File: src/rtl/mvm_uart_tx.sv
// Word-level UART transmitter: splits a W_Y_OUT-bit word into BITS_PER_WORD-bit
// bytes (LSB byte first) and sends each as a start/data/stop frame on tx.
module mvm_uart_tx #(
  parameter int CLOCKS_PER_PULSE = 4,
  parameter int BITS_PER_WORD    = 8,
  parameter int PACKET_SIZE_TX   = 13,
  parameter int W_Y_OUT          = 16
) (
  input  logic               clk,
  input  logic               rstn,
  input  logic [W_Y_OUT-1:0] s_data,
  input  logic               s_valid,
  output logic               s_ready,
  output logic               tx,
  output logic               busy
);
  localparam int NBYTES = W_Y_OUT / BITS_PER_WORD;
  localparam int NSTOP  = PACKET_SIZE_TX - BITS_PER_WORD - 1;
  localparam int PCW    = (CLOCKS_PER_PULSE > 1) ? $clog2(CLOCKS_PER_PULSE) : 1;
  localparam int BCW    = $clog2(PACKET_SIZE_TX);
  localparam int YCW    = (NBYTES > 1) ? $clog2(NBYTES) : 1;

  localparam logic [PCW-1:0] P_LAST = PCW'(CLOCKS_PER_PULSE - 1);
  localparam logic [BCW-1:0] B_LAST = BCW'(PACKET_SIZE_TX - 1);
  localparam logic [YCW-1:0] Y_LAST = YCW'(NBYTES - 1);

  typedef enum logic {IDLE, SEND} state_t;

  state_t             state, state_n;
  logic [W_Y_OUT-1:0] sreg, sreg_n;
  logic [PCW-1:0]     pcnt, pcnt_n;
  logic [BCW-1:0]     bcnt, bcnt_n;
  logic [YCW-1:0]     ycnt, ycnt_n;
  logic               tx_n, ready_n, busy_n;
  logic [PACKET_SIZE_TX-1:0] frame;
  logic               accept, last;

  assign accept = (state == IDLE) && s_valid && s_ready;
  assign last   = (state == SEND) && (pcnt == P_LAST) && (bcnt == B_LAST) && (ycnt == Y_LAST);

  always_ff @(posedge clk or negedge rstn) begin
    if (!rstn) begin
      state   <= IDLE;
      sreg    <= '0;
      pcnt    <= '0;
      bcnt    <= '0;
      ycnt    <= '0;
      tx      <= 1'b1;
      s_ready <= 1'b0;
      busy    <= 1'b0;
    end else begin
      state   <= state_n;
      sreg    <= sreg_n;
      pcnt    <= pcnt_n;
      bcnt    <= bcnt_n;
      ycnt    <= ycnt_n;
      tx      <= tx_n;
      s_ready <= ready_n;
      busy    <= busy_n;
    end
  end

  always_comb begin
    state_n = state;
    if (accept)    state_n = SEND;
    else if (last) state_n = IDLE;
  end

  // Outputs are registered, so tx is computed from the counter values the
  // next cycle will hold; that way tx drops in the very cycle after accept.
  always_comb begin
    sreg_n  = sreg;
    pcnt_n  = pcnt;
    bcnt_n  = bcnt;
    ycnt_n  = ycnt;
    tx_n    = 1'b1;
    ready_n = 1'b0;
    busy_n  = 1'b0;
    if (state == IDLE) begin
      ready_n = 1'b1;
      if (accept) begin
        sreg_n  = s_data;
        pcnt_n  = '0;
        bcnt_n  = '0;
        ycnt_n  = '0;
        ready_n = 1'b0;
        busy_n  = 1'b1;
      end
    end else if (!last) begin
      busy_n = 1'b1;
      if (pcnt == P_LAST) begin
        pcnt_n = '0;
        if (bcnt == B_LAST) begin
          bcnt_n = '0;
          ycnt_n = ycnt + 1'b1;
          sreg_n = sreg >> BITS_PER_WORD;
        end else begin
          bcnt_n = bcnt + 1'b1;
        end
      end else begin
        pcnt_n = pcnt + 1'b1;
      end
    end else begin
      ready_n = 1'b1;
    end
    frame = {{NSTOP{1'b1}}, sreg_n[BITS_PER_WORD-1:0], 1'b0};
    if (busy_n) tx_n = frame[bcnt_n];
  end
endmodule

File: config.mk
export PLATFORM = sky130hd
export DESIGN_NAME = mvm_uart_tx
export DESIGN_NICKNAME = d
export VERILOG_FILES = /design/src/rtl/mvm_uart_tx.sv
export SDC_FILE = /design/constraint.sdc
export NUM_CORES = 1
export LEC_CHECK = 0
export BUFFER_PORTS_ARGS = -buffer_cell sky130_fd_sc_hd__buf_4
export CORE_MARGIN = 2
export CORE_UTILIZATION = 56
export DETAILED_ROUTE_END_ITERATION = 8
export PLACE_DENSITY = 0.78
export SLEW_MARGIN = 25
export SYNTH_ARGS = -nofsm -noshare
export SYNTH_HDL_FRONTEND = slang
export SYNTH_SLANG_ARGS = --single-unit
File: constraint.sdc
create_clock -name clk -period 2.6 [get_ports clk]
set_input_delay 0.52 -clock clk [delete_from_list [all_inputs] [get_ports clk]]
set_output_delay 0.52 -clock clk [all_outputs]
set_load 0.005 [all_outputs]
# Word level (Yosys, flattened, before mapping)
# Cells that the tools add are included.
dict set report totals {
  wordCells 58
  regBits 27
  inputBits 19
}
dict set report op_classes {
  n_bitwise 1
  n_lt_le_gt_ge 1
  n_eq_ne 5
  add_sub_neg 3
  reduce_logical 9
  muxes 30
}
# op count
set ops {}
lappend ops {{$mux 16} 5}
lappend ops {{$mux 4} 5}
lappend ops {{$mux 1} 15}
lappend ops {{$mux 2} 4}
lappend ops {{$logic_and 1x1->1} 5}
lappend ops {{$lt 4x5->1 const B} 1}
lappend ops {{$add 4x1->4 const B} 1}
lappend ops {{$bmux 1 s4} 1}
lappend ops {{$eq 4x4->1 const B} 1}
lappend ops {{$ne 2x1->1 const B} 2}
lappend ops {{$reduce_and 4->1} 1}
lappend ops {{$reduce_bool 2->1} 2}
lappend ops {{$add 2x1->2 const B} 1}
lappend ops {{$eq 2x2->1 const B} 1}
lappend ops {{$ne 2x2->1 const B} 1}
lappend ops {{$reduce_and 2->1} 1}
lappend ops {{$add 1x1->1 const B} 1}
lappend ops {{$not 1->1} 1}

# Longest topological paths before layout
# Gate-level depths: netlist of the first run.
dict set report logic_depth {
  ltp_word 9
  ltp_mapped 11
  depth_no_buf 10
}

# Least setup slack after synthesis of the first run
# No wires, ideal clock.
dict set report synth_timing {
  path_type {register -> register}
  from {register bcnt[0]}
  to {register tx}
  required_time_ps 2513
  period_less_slack_ps 2330
  setup_ps 87
  t_arrival_ps 2243
  setup_slack_ps 270
  path_buffers 0
  path_stages_with_launch 11
  cell_sequence {dfrtp_1 inv_1 ha_1 nand3_1 o21ai_2 a311oi_4 inv_2 a31o_1 a211o_1 o32ai_1 nor3_1}
}
dict set report synth_between {
  elab_chain_len 8
}
# element line
set synth_rtl {}
lappend synth_rtl {{start: declaration} 32} ;# logic [BCW-1:0] bcnt, bcnt_n;
lappend synth_rtl {{start signal: assignment} 55} ;# bcnt <= bcnt_n;
lappend synth_rtl {{$add 4x1->4 or $eq 4x4->1 (tied branches)} {98, 39, 93}}
lappend synth_rtl {{$mux 4 or $logic_and 1x1->1 (tied branches)} {93, 39}}
lappend synth_rtl {{$mux 4 or $logic_and 1x1->1 (tied branches)} {91, 39}}
lappend synth_rtl {{$mux 4} 89} ;# end else if (!last) begin
lappend synth_rtl {{$mux 4 (*)} 79} ;# if (state == IDLE) begin
lappend synth_rtl {{named net bcnt_n[0]} 32}
lappend synth_rtl {{$bmux 1 s4 (*)} 107} ;# if (busy_n) tx_n = frame[bcnt_n];
lappend synth_rtl {{$mux 1 (not written as such) (*)} 107}
lappend synth_rtl {{$mux 1 (*)} 107}
lappend synth_rtl {{named net tx_n} 34} ;# logic tx_n, ready_n, busy_n;
lappend synth_rtl {{end signal: assignment} 57} ;# tx <= tx_n;
lappend synth_rtl {{end: declaration} 14} ;# output logic tx,
# Mark *: on every way through the listed nets, which the timed path passes. The rest lies on a longest branch. The select of a mux whose other input is x is not followed.
# A chain may end at the register's enable or synchronous reset.

# Final worst setup path of the first run
dict set report layout_timing {
  from {register bcnt[1]}
  to {register tx}
}
dict set report layout_between {
  elab_chain_len 8
}
# element line
set layout_rtl {}
lappend layout_rtl {{$eq 4x4->1 (*)} {39, 93}}
lappend layout_rtl {{$mux 4 or $logic_and 1x1->1 (tied branches)} {93, 39}}
lappend layout_rtl {{$mux 4 or $logic_and 1x1->1 (tied branches)} {91, 39}}
lappend layout_rtl {{$mux 4 (*)} 89}
lappend layout_rtl {{$mux 4 (*)} 79}
lappend layout_rtl {{named net bcnt_n[0]} 32}
lappend layout_rtl {{$bmux 1 s4 (*)} 107}
lappend layout_rtl {{$mux 1 (not written as such) (*)} 107}
lappend layout_rtl {{$mux 1 (*)} 107}
lappend layout_rtl {{named net tx_n} 34}
# Marks and branches as above.

==> load_flow_metrics.sql, run 1 <==
INSERT INTO impl_metrics (metric_group, metric, value, unit) VALUES
('power', 'switching_share_of_total_power', '41.7', '%'),
('drt', 'route.final.wire_length', '3490', 'um'),
('critical_path', 'r2r_cells', '10', ''),
('cells_and_area', 'drive_gt1_share', '25.0', '%'),
('place', 'gp_routability_congestion', '0.811', ''),
('cells_and_area', 'fin_nets', '195', ''),
('synth', 'synth_top_cells_by_area', 'dfrtp_1, mux2i_1, a22o_1', ''),
('critical_path', 'worstPathMaxFanout', '8', ''),
('power', 'cell_internal_pwr', '1.12', 'mW'),
('grt', 'track_usage', '23.9', '%'),
('sta', 'setup-violations-final', '0', ''),
('grt', 'number_of_global_route_vias_before_repair', '1242', ''),
('synth', 'yosys_warnings', '0', ''),
('grt', 'grt-ovfl-total', '0', ''),
('cells_and_area', 'diodes', '0', ''),
('cts', 'post-cts-setup-buffer-count', '0', ''),
('floorplan', 'die_h', '56.0', 'um'),
('sta', 'final.setup_skew', '0.00598', 'ns'),
('critical_path', 'crit_type', 'reg2reg', ''),
('synth', 'synthArstFlopShare', '100', '%'),
('drt', 'drtAntennaViolNets', '0', ''),
('critical_path', 'crit_path_end_kind', 'register', ''),
('synth', 'seq_area_frac_synth', '44.7', '%'),
('power', 'total_power', '1.92', 'mW'),
('power', 'share_seq_of_total_power', '40.5', '%'),
('floorplan', 'floorplan.initialDensity', '60.0', '%'),
('synth', 'synthesis.nets', '170', ''),
('power', 'p_switching', '0.803', 'mW'),
('power', 'share_comb_of_total_power', '50.1', '%'),
('sta', 'timing.fmax', '413', 'MHz'),
('critical_path', 'crit_arrival', '2.69', 'ns'),
('cells_and_area', 'fill_cells', '209', ''),
('synth', 'synth_enable_flop_cells', '0', ''),
('critical_path', 'r2r_start', 'bcnt[1]$_DFF_PN0_', ''),
('power', 'clock_power_share', '9.5', '%'),
('flow_run', 'timing.max_cap.violations', '0', ''),
('cts', 'cts_root_buffer', 'clkbuf_4', ''),
('synth', 'synth_cell_types', '39', ''),
('floorplan', 'rows', '18', ''),
('critical_path', 'critPathMaxStageDelay', '0.45', 'ns'),
('drt', 'drt-wirelength-per-cell', '17.3', 'um'),
('drt', 'detail_route.vias_per_cell', '6.39', ''),
('sta', 'maxSlewHeadroom', '45.0', '%'),
('cells_and_area', 'fin_util', '68.8', '%'),
('cells_and_area', 'regArea', '677', 'um^2'),
('critical_path', 'worstSetupStartpointType', 'register', ''),
('synth', 'ys.flop_type', 'dfrtp_1', ''),
('critical_path', 'worst_path_max_delay_cell', 'dfrtp_1', ''),
('drt', 'drt_pass1_iterations', '4', ''),
('cts', 'path_clk_slew', '0.14', 'ns'),
('status', 'run_status', 'finished clean', ''),
('place', 'port-buffer-count', '21', ''),
('place', 'dp.final_hpwl', '2670', 'um'),
('cts', 'cts.path.max_buffers', '2', ''),
('critical_path', 'required_time_worst_endpoint', '2.87', 'ns'),
('drt', 'drt_drc_violations_left', '0', ''),
('floorplan', 'die_width', '56.0', 'um'),
('power', 'vdd_drop_max', '0.000711', 'V'),
('cells_and_area', 'area.growth.synth_to_final', '14.6', '%'),
('synth', 'synthesis.area', '1510', 'um^2'),
('drt', 'first_iter_violations', '49', ''),
('power', 'power_per_cell_area', '1110', 'nW/um^2'),
('sta', 'tightest_slew', '0.825', 'ns'),
('synth', 'synth_top_cell_area_share', '43.0', '%'),
('critical_path', 'r2r-end', 'tx$_DFF_PN1_', ''),
('critical_path', 'r2r_setup_slack', '0.18', 'ns'),
('synth', 'ys_seq_elements', '27', ''),
('cells_and_area', 'multi_input_area', '769', 'um^2'),
('grt', 'grt_pass1_wl', '5880', 'um'),
('sta', 'final.min_clock_period', '2.42', 'ns'),
('sta', 'timing_max_transition_violations_final', '0', '');
## cells in the mapped netlist, types with 2 or more instances
library cell	number
nor3_1	3
o21ai_0	8
nand3_1	7
nand2_1	9
inv_1	5
a21oi_1	9
a31oi_1	4
mux2i_1	8
a311oi_1	2
dfrtp_1	26
and3_1	10
buf_6	3
a211o_1	2
a211oi_1	8
o22ai_1	2
clkbuf_1	2
and2_1	3
nand4_1	2
ha_1	3
a22o_1	8
nand2b_1	2
nor2_1	3
mux2_2	3
## per-stage QoR
stage	std cells	worst slack (ns)	instance area, um^2	TNS [ns]
2_1_floorplan	148	0.270	1510	0
3_3_place_gp	198	0.270	1700	0
3_5_place_dp	198	0.150	1700	0
4_1_cts	202	0.115	1730	0
5_1_grt	202	-0.0000810	1740	-0.0000810
6_report	202	0.178	1740	0
## layout make-up
cell class	count	share of cell area, %
clock buffers	4	1.51
inverters	6	1.30
multi-input cells	108	44.3
flip-flops and latches	27	39.0
well taps	30	2.16
repair buffers	27	11.7
## flip-flops by register name, indices dropped and copies added, names as in the netlist
signal	cells
state	1
s_ready	1
bcnt	4
ycnt	1
sreg	16
pcnt	2
busy	1
tx	1
## layer usage
metal | track usage, % | share of wire [%]
met3 | 3.49 | 4.8
met2 | 38.5 | 50
met4 | 6.80 | 0.83
met1 | 33.6 | 44
met5 | 0 | 0
## power groups by stage
stage / combinational (mW) / clock, mW / sequential, mW
2_1_floorplan: 0.725 / 0 / 0.735
3_3_place_gp: 0.904 / 0 / 0.767
3_5_place_dp: 0.945 / 0 / 0.781
4_1_cts: 0.948 / 0.182 / 0.770
5_1_grt: 1.07 / 0.204 / 0.803
6_report: 0.963 / 0.182 / 0.778
## worst max path at each step
| stage | from | to | slack, ns | cells after the start |
|---|---|---|---|---|
| 6_report | bcnt[1]$_DFF_PN0_ | tx$_DFF_PN1_ | 0.18 | 10 |
| 5_1_grt | bcnt[1]$_DFF_PN0_ | tx$_DFF_PN1_ | -0.00008 | 10 |
| 4_1_cts | bcnt[1]$_DFF_PN0_ | tx$_DFF_PN1_ | 0.11 | 10 |
| 3_5_place_dp | bcnt[1]$_DFF_PN0_ | tx$_DFF_PN1_ | 0.15 | 10 |
| 3_3_place_gp | bcnt[1]$_DFF_PN0_ | tx$_DFF_PN1_ | 0.27 | 10 |
| 2_1_floorplan | bcnt[0]$_DFF_PN0_ | tx$_DFF_PN1_ | 0.27 | 10 |
## cells by family (layout without fill, tap and decap cells)
logic type / after synthesis / count (layout) / share of synthesized area [%]
buf+inv: 13 / 37 / 4.96
flops: 27 / 27 / 44.7
fa+ha+maj: 3 / 3 / 2.48
compound gates: 51 / 51 / 24.6
xor+xnor: 1 / 1 / 0.579
mux: 11 / 11 / 7.52
simple gates: 42 / 42 / 15.1
## cells in the final DEF (no fill, tap or decap), types with 2 or more instances in the layout
cell and count:
buf_4 27, dfrtp_1 26, nand2_1 9, a21oi_1 9, and3_1 9, mux2i_1 8, a211oi_1 8, o21ai_0 8
a22o_1 8, nand3_1 7, inv_1 5, a31oi_1 4, nor2_1 3, and2_1 3, nor3_1 3, mux2_2 3
ha_1 3, clkbuf_4 3, nand2b_1 2, nand4_1 2, o22ai_1 2, a211o_1 2
## worst max-delay path: cells and delay by family, from the launching register on
family                     cells  cell delay (ns)
AOI/OAI and AO/OA              4             0.99
DFF                            1             0.45
and+or+nand+nor                3             0.49
adders and majority gates      1             0.24
buffers and inverters          2             0.21
## what timing repair did
item | in CTS | in global routing
hold buffers | 0 | 0
gates resized for setup | 0 | 2
hold endpoints to repair | 0 | 0
endpoints found under the setup margin | 0 | 1
Power figures use the tool's default switching activity.
==> run 2, diff against run 1 <==
--- a/config.mk
+++ b/config.mk
@@ -9,6 +9,7 @@
 export CORE_MARGIN = 2
 export CORE_UTILIZATION = 56
 export DETAILED_ROUTE_END_ITERATION = 8
+export MAX_ROUTING_LAYER = met4
 export PLACE_DENSITY = 0.78
 export SLEW_MARGIN = 25
 export SYNTH_ARGS = -nofsm -noshare
==> run 2 against run 1 <==
Net effect:
- hold slack improved by 0.0086 ns
- die area unchanged
- utilization up 0.55 points
- first-iteration DRC count decreased by 10%
- register-to-register slack better by 0.02 ns
- critical path depth is the same
- sequential cell count is the same
- clock power about the same
- critical path type unchanged
- critical endpoint unchanged
- highest routed layer unchanged
==> load_flow_metrics.sql, run 2 (synthesis gave the netlist of run 1 again) <==
INSERT INTO impl_metrics (metric_group, metric, value, unit) VALUES
('status', 'run_status', 'finished clean', ''),
('hold_path', 'min_path_type', 'in2async', ''),
('cells_and_area', 'drive_gt1_share', '26.7', '%'),
('cts', 'h_tree_level_count', '1', ''),
('drt', 'drtAntennaViolNets', '0', ''),
('power', 'power_per_cell_area', '1110', 'nW/um^2'),
('critical_path', 'worstSetupStartpoint', 'bcnt[1]$_DFF_PN0_', ''),
('place', 'gp_routability_congestion', '0.866', ''),
('critical_path', 'r2r_start', 'bcnt[1]$_DFF_PN0_', ''),
('cells_and_area', 'area.growth.synth_to_final', '15.5', '%'),
('critical_path', 'cp-endpoint', 'tx$_DFF_PN1_', ''),
('floorplan', 'die_h', '56.0', 'um'),
('grt', 'global_route.usage.met2', '36.0', '%'),
('critical_path', 'r2r_cells', '10', ''),
('critical_path', 'cp.buffers_inverters', '2', ''),
('sta', 'setup_repair_after_global_routing_missed_its_margin', 'no', ''),
('cts', 'cts_root_buffer', 'clkbuf_4', ''),
('grt', 'grt_pass1_wl', '5770', 'um'),
('floorplan', 'floorplan.initialDensity', '60.0', '%'),
('critical_path', 'crit_type', 'reg2reg', ''),
('sta', 'timing.fmax', '417', 'MHz'),
('floorplan', 'rows', '18', ''),
('floorplan', 'die_width', '56.0', 'um'),
('cts', 'cts_tree', 'done', ''),
('power', 'total_power', '1.94', 'mW'),
('cells_and_area', 'most_frequent_cells_in_the_layout', 'buf_4, dfrtp_1, nand2_1, a21oi_1, and3_1', ''),
('grt', 'grtUsageMet3', '3.49', '%'),
('cts', 'cts.path.max_buffers', '2', ''),
('sta', 'timing.setup.tns', '0', 'ns'),
('critical_path', 'path_depth', '10', ''),
('cts', 'clock-sinks', '27', ''),
('drt', 'first_iter_violations', '44', ''),
('critical_path', 'worst_path_max_delay_cell', 'dfrtp_1', ''),
('grt', 'global_route.peak_usage_layer', 'met2', ''),
('power', 'vdd_drop_max', '0.000702', 'V'),
('drt', 'drt_drc_violations_left', '0', ''),
('critical_path', 'crit_path_end_kind', 'register', ''),
('cells_and_area', 'biggestRegsByFlops', 'sreg x16, bcnt x4, pcnt x2', ''),
('critical_path', 'critPathMaxStageDelay', '0.45', 'ns'),
('grt', 'grt_max_degree', '28', ''),
('drt', 'route.vias.total', '1290', ''),
('sta', 'final.setup_skew', '0.00143', 'ns'),
('sta', 'final.period_utilization', '92.2', '%'),
('sta', 'tightest_slew', '0.748', 'ns'),
('critical_path', 'worstPathMaxFanout', '8', ''),
('floorplan', 'die_area', '3140', 'um^2'),
('critical_path', 'worstSetupStartpointType', 'register', ''),
('critical_path', 'crit_arrival', '2.66', 'ns'),
('grt', 'initial_antenna_violation_count', '0', ''),
('critical_path', 'timing.critical_path.cells', 'inv_1 > ha_2 > and3_4 > nor3_2 > a311oi_4 > inv_2 > a31o_1 > a211o_1 > o32ai_1 > nor3_1', ''),
('sta', 'setup-violations-final', '0', ''),
('sta', 'final.min_clock_period', '2.40', 'ns'),
('cells_and_area', 'mostFrequentLayoutCell', 'buf_4', ''),
('flow_run', 'timing.max_cap.violations', '0', ''),
('cells_and_area', 'largest_register_ff_count', '16', ''),
('power', 'leakage', '0.786', 'nW'),
('critical_path', 'r2r-end', 'tx$_DFF_PN1_', ''),
('sta', 'hold_viol', '0', ''),
('floorplan', 'io_pins', '22', ''),
('critical_path', 'required_time_worst_endpoint', '2.86', 'ns'),
('sta', 'timing_max_transition_violations_final', '0', ''),
('drt', 'drt-wirelength-per-cell', '17.2', 'um'),
('cts', 'cts_buffers', '3', ''),
('cells_and_area', 'top_register', 'sreg', ''),
('sta', 'maxSlewHeadroom', '50.2', '%'),
('cells_and_area', 'fin_nets', '195', ''),
('drt', 'route.final.wire_length', '3480', 'um'),
('critical_path', 'r2r_setup_slack', '0.20', 'ns'),
('grt', 'number_of_global_route_vias_before_repair', '1199', ''),
('grt', 'track_usage', '24.1', '%'),
('cells_and_area', 'diodes', '0', ''),
('drt', 'drt_pass1_iterations', '4', ''),
('place', 'dp.final_hpwl', '2550', 'um'),
('place', 'port-buffer-count', '21', ''),
('floorplan', 'core_area', '2520', 'um^2'),
('drt', 'detail_route.vias_per_cell', '6.39', ''),
('grt', 'grt-ovfl-total', '0', ''),
('critical_path', 'critical_path.top_delay_family', 'compound AO/OA/AOI/OAI gates', ''),
('cts', 'worstSkewPairLatency', '0.32', 'ns'),
('grt', 'grt_use_met1', '33.7', '%'),
('cts', 'path_clk_slew', '0.14', 'ns'),
('cts', 'cts_hold_buf', '0', '');
==> run 2: cell count changes in the layout (fill, tap and decap cells not counted) <==
cell	before	now
nand3_1	7	6
nand3_2	0	1
ha_1	3	1
ha_2	0	2
and3_4	0	1
and3_2	1	0
==> run 2: layout make-up <==
cell class | instances | area (um^2)
multi-input cells | 108 | 783
fillers | 198 | 773
flip-flops and latches | 27 | 677
repair buffers | 27 | 203
well taps | 30 | 37.5
clock buffers | 4 | 26.3
inverters | 6 | 22.5
==> run 2: worst min path at each step <==
stage	endpoint	slack, ns
CTS	bcnt[3]$_DFF_PN0_	0.08
global placement	bcnt[3]$_DFF_PN0_	0.45
detailed placement	bcnt[3]$_DFF_PN0_	0.45
finish	bcnt[0]$_DFF_PN0_	0.08
floorplan	bcnt[0]$_DFF_PN0_	0.22
global route	bcnt[3]$_DFF_PN0_	0.07
==> run 2: what timing repair did <==
| item | CTS | global route |
|---|---|---|
| resized for setup | 0 | 6 |
| hold endpoints to repair | 0 | 0 |
| setup buffers | 0 | 0 |
| endpoints found under the setup margin | 0 | 1 |
==> run 2: metrics by stage <==
| stage | hold WS, ns | setup slack, ns | cell area [um^2] | instances | utilization, % |
|---|---|---|---|---|---|
| 4_1_cts | 0.0832 | 0.0790 | 1730 | 202 | 68.5 |
| 5_1_grt | 0.0688 | 0.0223 | 1750 | 202 | 69.3 |
| 3_5_place_dp | 0.451 | 0.104 | 1700 | 198 | 67.5 |
| 3_3_place_gp | 0.447 | 0.256 | 1700 | 198 | 67.5 |
| 2_1_floorplan | 0.224 | 0.270 | 1510 | 148 | - |
| 6_report | 0.0773 | 0.202 | 1750 | 202 | 69.3 |
==> run 2: layer usage <==
metal / vias to the layer above / routed length (um)
met5: - / 0
met4: 0 / 74
met3: 9 / 190
met2: 53 / 1690
met1: 615 / 1530
li1: 613 / -
==> run 2: where the power goes <==
part	internal [mW]	switching, mW
Sequential	0.613	0.166
Clock	0.0601	0.121
Combinational	0.459	0.524
Total	1.13	0.811
==> run 3, diff against run 2 <==
--- a/config.mk
+++ b/config.mk
@@ -7,11 +7,10 @@
 export LEC_CHECK = 0
 export BUFFER_PORTS_ARGS = -buffer_cell sky130_fd_sc_hd__buf_4
 export CORE_MARGIN = 2
-export CORE_UTILIZATION = 56
+export CORE_UTILIZATION = 40
+export CTS_BUF_LIST = sky130_fd_sc_hd__clkbuf_16
 export DETAILED_ROUTE_END_ITERATION = 8
 export MAX_ROUTING_LAYER = met4
-export PLACE_DENSITY = 0.78
-export SLEW_MARGIN = 25
 export SYNTH_ARGS = -nofsm -noshare
 export SYNTH_HDL_FRONTEND = slang
 export SYNTH_SLANG_ARGS = --single-unit
==> run 3 against run 2 <==
Net effect:
- hold slack improved by 0.080 ns
- clock-buffer cell count fell by 1
- combinational power fell by 0.9%
- final cell count rose by 9.4%
- worst setup slack improved by 0.066 ns
- critical path depth did not move
- total power rose by 8.7%
- wire length rose by 4.1%
- die area rose by 37%
- register-to-register slack improved by 0.07 ns
- critical path type unchanged
- largest cell class unchanged
==> load_flow_metrics.sql, run 3 (synthesis gave the netlist of run 1 again) <==
INSERT INTO impl_metrics (metric_group, metric, value, unit) VALUES
('grt', 'track_usage', '19.6', '%'),
('cts', 'path_clk_slew', '0.07', 'ns'),
('sta', 'final.setup_skew', '0.00378', 'ns'),
('cells_and_area', 'biggestRegsByFlops', 'sreg x16, bcnt x4, pcnt x2', ''),
('critical_path', 'crit_path_end_kind', 'register', ''),
('cells_and_area', 'fin_cells', '221', ''),
('place', 'port-buffer-count', '21', ''),
('floorplan', 'die_h', '65.5', 'um'),
('cells_and_area', 'fin_nets', '196', ''),
('cts', 'cts.path.max_buffers', '2', ''),
('sta', 'tightest_slew', '0.604', 'ns'),
('cts', 'h_tree_level_count', '1', ''),
('sta', 'setup_repair_after_global_routing_missed_its_margin', 'no', ''),
('cts', 'cts_buffers', '3', ''),
('drt', 'drt-wirelength-per-cell', '16.4', 'um'),
('cells_and_area', 'area.growth.synth_to_final', '20.3', '%'),
('sta', 'timing_max_transition_violations_final', '0', ''),
('cts', 'worstSkewPairLatency', '0.26', 'ns'),
('critical_path', 'required_time_worst_endpoint', '2.79', 'ns'),
('flow_run', 'timing.max_cap.violations', '0', ''),
('cells_and_area', 'fin_util', '49.8', '%'),
('cells_and_area', 'drive_gt1_share', '26.6', '%'),
('grt', 'grt-ovfl-total', '0', ''),
('cts', 'cts_root_buffer', 'clkbuf_16', ''),
('drt', 'drt_drc_violations_left', '0', ''),
('cells_and_area', 'mostFrequentLayoutCell', 'buf_4', ''),
('critical_path', 'crit_type', 'reg2reg', ''),
('grt', 'grt_max_degree', '28', ''),
('sta', 'fin_hold_ws', '0.157', 'ns'),
('place', 'gp_routability_congestion', '0.947', ''),
('drt', 'first_iter_violations', '126', ''),
('cells_and_area', 'diodes', '0', ''),
('drt', 'drt_pass1_iterations', '4', ''),
('floorplan', 'io_pins', '22', ''),
('power', 'vdd_drop_max', '0.000535', 'V'),
('cells_and_area', 'fill_cells', '342', ''),
('cts', 'cts_hold_buf', '0', ''),
('floorplan', 'die_area', '4290', 'um^2'),
('sta', 'timing.setup.tns', '0', 'ns'),
('place', 'dp_cells', '217', ''),
('sta', 'maxSlewHeadroom', '59.6', '%'),
('sta', 'timing.fmax', '429', 'MHz'),
('floorplan', 'floorplan.initialDensity', '41.4', '%'),
('cells_and_area', 'regArea', '677', 'um^2'),
('place', 'dp.final_hpwl', '2690', 'um'),
('cts', 'clock-sinks', '27', ''),
('floorplan', 'core_area', '3660', 'um^2'),
('cells_and_area', 'top_register', 'sreg', ''),
('cells_and_area', 'most_frequent_cells_in_the_layout', 'buf_4, dfrtp_1, nand2_1, a21oi_1, and3_1', ''),
('sta', 'hold_viol', '0', ''),
('sta', 'final.min_clock_period', '2.33', 'ns'),
('hold_path', 'min_path_type', 'in2async', ''),
('cells_and_area', 'multi_input_area', '772', 'um^2'),
('drt', 'drtAntennaViolNets', '0', ''),
('grt', 'grt_pass1_wl', '6250', 'um'),
('grt', 'initial_antenna_violation_count', '0', ''),
('drt', 'route.final.wire_length', '3630', 'um'),
('critical_path', 'crit_arrival', '2.52', 'ns'),
('floorplan', 'die_width', '65.5', 'um'),
('drt', 'detail_route.vias_per_cell', '5.74', ''),
('power', 'power_per_cell_area', '1160', 'nW/um^2'),
('cts', 'cts_tree', 'done', ''),
('floorplan', 'rows', '22', ''),
('sta', 'setup-violations-final', '0', ''),
('critical_path', 'worstPathMaxFanout', '6', ''),
('critical_path', 'worstSetupStartpointType', 'register', ''),
('drt', 'route.vias.total', '1268', ''),
('grt', 'number_of_global_route_vias_before_repair', '1250', ''),
('status', 'run_status', 'finished clean', ''),
('cts', 'post-cts-setup-buffer-count', '0', ''),
('power', 'leakage', '0.813', 'nW'),
('sta', 'final.period_utilization', '89.7', '%'),
('cells_and_area', 'largest_register_ff_count', '16', '');
==> run 3: timing repair <==
| item | in CTS | in global routing |
|---|---|---|
| resized for setup | 0 | 4 |
| endpoints found under the setup margin | 0 | 1 |
| hold endpoints to repair | 0 | 0 |
==> run 3: cell type report <==
cell class / instances / area share [%]
multi-input cells: 108 / 42.4
flip-flops and latches: 27 / 37.2
repair buffers: 28 / 11.5
clock buffers: 3 / 4.12
well taps: 48 / 3.30
inverters: 6 / 1.24
clock inverters: 1 / 0.275
==> run 3: final timing paths <==
check                                    startpoint                   end  slack (ns)  depth (start not counted)
min in group clk                         s_data[10]  sreg[10]$_DFFE_PN0P_        0.48                          2
worst min register to register  sreg[9]$_DFFE_PN0P_   sreg[9]$_DFFE_PN0P_        0.51                          1
worst max-delay path              bcnt[1]$_DFF_PN0_          tx$_DFF_PN1_        0.27                         10
worst max register to register    bcnt[1]$_DFF_PN0_          tx$_DFF_PN1_        0.27                         10
max in group asynchronous                      rstn          tx$_DFF_PN1_        2.14                          1
worst min-delay path                           rstn        busy$_DFF_PN0_        0.16                          1
==> run 3: worst max-delay path, cell delays in order (launching register included) <==
cell	delay (ns)
dfrtp_1	0.41
inv_1	0.09
ha_2	0.23
nand3_1	0.16
buf_4	0.20
nor2_4	0.21
mux2i_1	0.14
a211o_1	0.31
o21ai_0	0.18
o32ai_1	0.12
nor3_1	0.21
==> run 3: layer usage <==
metal / track usage [%] / vias to the layer above / routed length, um
li1: - / 618 / -
met1: 26.6 / 608 / 1690
met2: 29.3 / 33 / 1710
met3: 3.42 / 9 / 143
met4: 7.81 / 0 / 87
met5: - / - / 0
==> run 3: where the power goes <==
group,internal [mW],switching [mW]
Clock,0.208,0.145
Sequential,0.615,0.170
Combinational,0.458,0.516
==> run 3: stage by stage <==
stage               total power [mW]  area [um^2]  worst slack [ns]
floorplan                       1.46         1510             0.270
global placement                1.69         1730             0.258
detailed placement              1.74         1730             0.164
CTS                             2.10         1810             0.143
global route                    2.29         1820            0.0280
finish                          2.11         1820             0.268
